### src/rtl/nand_gate_sweeper.sv
// nand_gate_sweeper: walks a three-input gate cell through all eight ABC
// combinations, holds each vector for SETTLE_CYCLES, then compares the
// cell's Y against the expected NAND3 or NOR3 value and keeps a
// pass/fail report (mismatch count and first failing vector).
module nand_gate_sweeper #(
  parameter int SETTLE_CYCLES = 2
) (
  input  logic       clk,
  input  logic       rst,
  input  logic       start,
  input  logic       gate_sel,
  input  logic       dut_y,
  output logic       dut_a,
  output logic       dut_b,
  output logic       dut_c,
  output logic       busy,
  output logic       done,
  output logic       pass,
  output logic [3:0] err_count,
  output logic       first_fail_valid,
  output logic [2:0] first_fail_vec
);

  typedef enum logic [1:0] {
    S_IDLE,
    S_SETTLE,
    S_SAMPLE,
    S_DONE
  } state_t;

  // Last settle count before sampling; SETTLE_CYCLES must lie in 1..15.
  localparam logic [3:0] SETTLE_LAST = 4'(SETTLE_CYCLES - 1);

  state_t     state_q;
  logic [2:0] vec_q;
  logic [3:0] settle_cnt_q;
  logic       sel_q;
  logic       busy_q;
  logic       done_q;
  logic       pass_q;
  logic [3:0] err_q;
  logic       ffv_q;
  logic [2:0] ffvec_q;

  logic       exp_y;
  logic       mismatch;
  logic       start_ok;
  logic [3:0] err_d;

  // Expected cell output for the vector currently driven, plus the
  // mismatch flag. The 4-state inequality makes an X/Z on Y count as a
  // failure in simulation; synthesis treats it as a plain compare.
  always_comb begin
    exp_y    = sel_q ? ~(|vec_q) : ~(&vec_q);
    mismatch = (dut_y !== exp_y);
    start_ok = start && ((state_q == S_IDLE) || (state_q == S_DONE));
    err_d    = err_q + 4'(mismatch);
  end

  // Sweep controller: vector stepping, settle timing and report registers.
  always_ff @(posedge clk or posedge rst) begin
    if (rst) begin
      state_q      <= S_IDLE;
      vec_q        <= 3'd0;
      settle_cnt_q <= 4'd0;
      sel_q        <= 1'b0;
      busy_q       <= 1'b0;
      done_q       <= 1'b0;
      pass_q       <= 1'b0;
      err_q        <= 4'd0;
      ffv_q        <= 1'b0;
      ffvec_q      <= 3'd0;
    end else if (start_ok) begin
      // A new sweep discards any previous report and latches the function.
      state_q      <= S_SETTLE;
      vec_q        <= 3'd0;
      settle_cnt_q <= 4'd0;
      sel_q        <= gate_sel;
      busy_q       <= 1'b1;
      done_q       <= 1'b0;
      pass_q       <= 1'b0;
      err_q        <= 4'd0;
      ffv_q        <= 1'b0;
      ffvec_q      <= 3'd0;
    end else begin
      case (state_q)
        S_SETTLE: begin
          if (settle_cnt_q == SETTLE_LAST) begin
            settle_cnt_q <= 4'd0;
            state_q      <= S_SAMPLE;
          end else begin
            settle_cnt_q <= settle_cnt_q + 4'd1;
          end
        end
        S_SAMPLE: begin
          // Y is judged on the edge that applies the next vector.
          err_q <= err_d;
          if (mismatch && !ffv_q) begin
            ffv_q   <= 1'b1;
            ffvec_q <= vec_q;
          end
          if (vec_q == 3'd7) begin
            state_q <= S_DONE;
            busy_q  <= 1'b0;
            done_q  <= 1'b1;
            pass_q  <= (err_d == 4'd0);
          end else begin
            vec_q   <= vec_q + 3'd1;
            state_q <= S_SETTLE;
          end
        end
        default: begin
          // IDLE and DONE hold until an accepted start.
          state_q <= state_q;
        end
      endcase
    end
  end

  assign dut_a            = vec_q[2];
  assign dut_b            = vec_q[1];
  assign dut_c            = vec_q[0];
  assign busy             = busy_q;
  assign done             = done_q;
  assign pass             = pass_q;
  assign err_count        = err_q;
  assign first_fail_valid = ffv_q;
  assign first_fail_vec   = ffvec_q;

endmodule

### config.mk
export PLATFORM = sky130hd
export DESIGN_NAME = nand_gate_sweeper
export DESIGN_NICKNAME = d
export VERILOG_FILES = /design/src/rtl/nand_gate_sweeper.sv
export SDC_FILE = /design/constraint.sdc
export NUM_CORES = 1
export LEC_CHECK = 0
export CAP_MARGIN = 20
export CORE_MARGIN = 8
export CORE_UTILIZATION = 29
export DETAILED_ROUTE_END_ITERATION = 12
export GPL_TIMING_DRIVEN = 0
export SYNTH_ARGS = -nofsm -noshare
export SYNTH_HDL_FRONTEND = slang
export SYNTH_SLANG_ARGS = --single-unit
### constraint.sdc
create_clock -name clk -period 2.3 [get_ports clk]
set_input_delay 0.46 -clock clk [delete_from_list [all_inputs] [get_ports clk]]
set_output_delay 0.46 -clock clk [all_outputs]
set_load 0.005 [all_outputs]
==> results.txt <==
The flow ran to the end, and the final reports show no timing, DRC or antenna violations. The worst endpoint data arrival time came out at 2480 ps. The number of antenna violations at the first check in global routing was 0. The via count of the routed design is 909. The clock reaches the later pin of the worst-skew pair after 260 ps. The leakage power came out at 0.655 nW. At the end of the flow the core is filled with cells to 0.397.

The global-route wire length before repair is 4480 um. The number of endpoints with negative hold slack in the final report came to 0. The cell that appears most often on the critical path is sky130_fd_sc_hd__ha_2. Dividing the detail-routed via count by the number of cells gives 4.71. The area of the mapped netlist is 0.00115 mm^2.

The number of buffers inserted by port buffering came out at 18. The post-synthesis to final-layout area growth is 35.4%. The total number of yosys warnings came out at 0. The detailed-router iteration count before antenna repair came out at 4. For this run, design rule violations remaining after detail routing come to 0. The top-level port count is 19.

Setup repair after global routing could not meet its margin everywhere. The post-route clock period utilization is 0.995. In the layout the commonest cells are sky130_fd_sc_hd__dfrtp_1 (21), sky130_fd_sc_hd__nand2_1 (18), sky130_fd_sc_hd__clkdlybuf4s50_1 (18). The core footprint is 0.00391 mm^2. The delay of the slowest critical-path stage is 400 ps. The net load switching power is 0.592 mW. The number of slew-limit violations in the final report was 0. The number of clock sinks is 21. The worst setup path is captured at a register.

The flip-flop and latch count after synthesis came out at 21. In the final layout, the share of cells above drive strength 1 is 0.154. The clock input transition at the sequential cells of the worst setup and hold paths is 80 ps.

The tool flagged a number of max-cap violations equal to 0. The final clock skew came out at 4.44 ps. The total of endpoints with negative setup slack in the final report is 0. The internal portion of the total power is 0.920 mW. In the final design database the tool counted 158 nets. The depth of the CTS H-tree is 1.

The initial core utilization came out at 0.293. Entering global routing, the biggest net connects 22 pins. The share of power burned in registers came out at 0.354. STA classifies the critical path startpoint as a register. The number of nets handed over by synthesis was 129. In this run the worst path has a maximum fanout of 4. The fraction of power spent switching nets came out at 0.391. The relative slew slack is 0.447.

The remaining global-route overflow came out at 0. The final critical delay including setup and external delays is 2290 ps. The placed instances occupy a cell area of 0.00141 mm^2. In the synthesized netlist, the number of instances is 115. The total buffers and inverters traversed by the critical path is 2. The library cell used most frequently in the layout, excluding fill and tap cells, is sky130_fd_sc_hd__dfrtp_1. The kind of critical path is register to register. The kind of cell with the highest combined delay along the critical path is adder cells.

Traced cell by cell, the critical path runs through buf_6 -> inv_1 -> ha_2 -> nand3b_1 -> a211oi_2 -> ha_2 -> ha_4 -> nor4bb_4 -> o211ai_1 -> a21oi_1. TritonCTS built the clock tree. After detailed placement, the design holds a cell count of 183. The remaining antenna violation count after routing came out at 0. The count of filler cells inserted in the layout is 398.

The setup TNS came out at 0 ps. The actual transition at the worst max-transition pin is 829 ps. The die height is 78.9 um. The total power draw came out at 1.51 mW. The count of routing violations after the opening detailed-route iteration is 39.

After synthesis, the mean cell area works out to 9.98 um^2. The floorplan has 23 rows. The distinct cell type count of the synthesized netlist is 34. The worst min-delay path category is register to register.

The overall track demand over capacity in global routing is 0.0887. The number of antenna diodes came out at 0. The slowest stage cell on the critical path is sky130_fd_sc_hd__dfrtp_1. The power density relative to cell area came out at 973 mW/mm^2.

The via count of the first global-routing pass came out at 963. The congestion estimate from routability-driven global placement came to 0.751. The largest buffer count on any clock path came out at 2. The routed length per instance came out at 13.0 um. The final design instance area without fill is 0.00155 mm^2. The maximum ir drop on the vdd rail is 0.000394 V. The tree is rooted in a sky130_fd_sc_hd__clkbuf_8. The number of buffers created by CTS came out at 3. For this run, the number of standard cells in the final layout without fillers is 193.

The wire-length estimate of the detail-placed layout is 1840 um. The final layout contains routed wiring with a total length of 2520 um. The x dimension of the die came out at 78.9 um. The worst endpoint required time came out at 2490 ps. Of the total power, the clock network draws 0.164. The maximum frequency from static timing analysis came out at 0.437 GHz. The post-synthesis sequential area ratio is 0.458.

The fraction of power consumed by combinational cells came out at 0.482. The die outline area came out at 0.00623 mm^2.
sequential cells by signal (all words and copies together), names as in the netlist:
name              cells
busy                  1
done                  1
err_count             4
first_fail_valid      1
first_fail_vec        3
pass                  1
sel_q                 1
settle_cnt_q          4
state_q               2
vec_q                 3
tightest hold or removal path: stages (launching register included):
cell and delay (ps):
sky130_fd_sc_hd__dfrtp_1 350, sky130_fd_sc_hd__a21oi_1 40, sky130_fd_sc_hd__nor2_1 70
final cells by class:
class,count,area (um^2),area share
clock inverter,1,5.00,0.00322
multi-input combinational,83,644,0.415
sequential,21,526,0.338
inverter,7,26.3,0.0169
timing repair buffer,24,233,0.150
tap,50,62.6,0.0403
clock buffer,3,41.3,0.0266
buffer,4,16.3,0.0105
repair_timing:
item / CTS / global route
hold buffers: 0 / 0
setup endpoints to repair: 1 / 1
pin swaps: 9 / 0
buffers inserted: 6 / 0
gates resized for setup: 10 / 0
endpoints found under the hold margin: 0 / 0
synthesized netlist by cell type:
master,n,share of area
sky130_fd_sc_hd__nand3_1,2,0.0087
sky130_fd_sc_hd__a2111oi_4,1,0.024
sky130_fd_sc_hd__and4b_1,1,0.0087
sky130_fd_sc_hd__mux2i_1,7,0.061
sky130_fd_sc_hd__o21ai_0,3,0.013
sky130_fd_sc_hd__xnor2_1,2,0.015
sky130_fd_sc_hd__a21boi_0,1,0.0065
sky130_fd_sc_hd__a2111oi_0,1,0.0076
sky130_fd_sc_hd__a31oi_1,2,0.011
sky130_fd_sc_hd__a21oi_1,3,0.013
sky130_fd_sc_hd__o21ba_1,1,0.0087
sky130_fd_sc_hd__nor2_1,12,0.039
sky130_fd_sc_hd__and2_1,1,0.0055
sky130_fd_sc_hd__nand2_1,18,0.059
sky130_fd_sc_hd__nand2b_1,1,0.0055
sky130_fd_sc_hd__o22ai_1,1,0.0055
sky130_fd_sc_hd__a211oi_1,1,0.0065
sky130_fd_sc_hd__o21a_1,1,0.0065
sky130_fd_sc_hd__nor3b_1,1,0.0065
sky130_fd_sc_hd__xor2_1,3,0.023
sky130_fd_sc_hd__inv_1,7,0.023
sky130_fd_sc_hd__nand3b_1,1,0.0065
sky130_fd_sc_hd__and3_1,1,0.0055
sky130_fd_sc_hd__nor2b_1,1,0.0055
sky130_fd_sc_hd__nand4_1,3,0.016
sky130_fd_sc_hd__o22a_1,1,0.0076
sky130_fd_sc_hd__dfrtp_1,21,0.46
sky130_fd_sc_hd__ha_1,9,0.098
sky130_fd_sc_hd__o211ai_1,1,0.0065
sky130_fd_sc_hd__nor4bb_1,1,0.0087
sky130_fd_sc_hd__and4_1,1,0.0076
sky130_fd_sc_hd__or3b_1,1,0.0076
sky130_fd_sc_hd__clkbuf_1,3,0.0098
sky130_fd_sc_hd__buf_2,1,0.0044
path summary, 6_finish.rpt:
path	startpoint	slack (ps)	end	cells after the start
hold / removal	done	500	done	2
setup / recovery	vec_q[1]	10	pass	10
setup reg to reg	vec_q[1]	10	pass	10
min in group asynchronous	rst	650	settle_cnt_q[3]	2
hold reg to reg	done	500	done	2
max in group asynchronous	rst	1130	first_fail_vec[0]	2
power by group through the flow:
stage	clock (mW)	combinational [mW]	sequential, mW
after floorplan	0	0.457	0.529
after global placement	0	0.624	0.537
after detailed placement	0	0.642	0.541
after CTS	0.258	0.734	0.534
after global routing	0.276	0.827	0.549
final	0.248	0.729	0.534
logic make-up after synthesis:
group | Yosys count | share of synthesized area
AND/OR/NAND/NOR | 45 | 0.191
flip-flops | 21 | 0.458
AO/OA/AOI/OAI | 17 | 0.117
buffers and inverters | 11 | 0.0371
adder cells (fa/ha/maj) | 9 | 0.0981
multiplexers | 7 | 0.0611
XOR/XNOR | 5 | 0.0382
layer usage:
layer  vias to the layer above  track usage  wire length (um)
li1                        458            -                 -
met1                       434        0.106              1150
met2                        10        0.147              1250
met3                         7       0.0181                61
met4                         0       0.0444                63
met5                         -            0                 0
through the flow:
stage,setup slack [ps],hold WS (ps)
2_1_floorplan,13.9,437
5_1_grt,-105,541
3_3_place_gp,-251,465
3_5_place_dp,-321,492
4_1_cts,0.387,511
6_report,12.1,501
No activity file was read; power rests on OpenSTA's default activity.
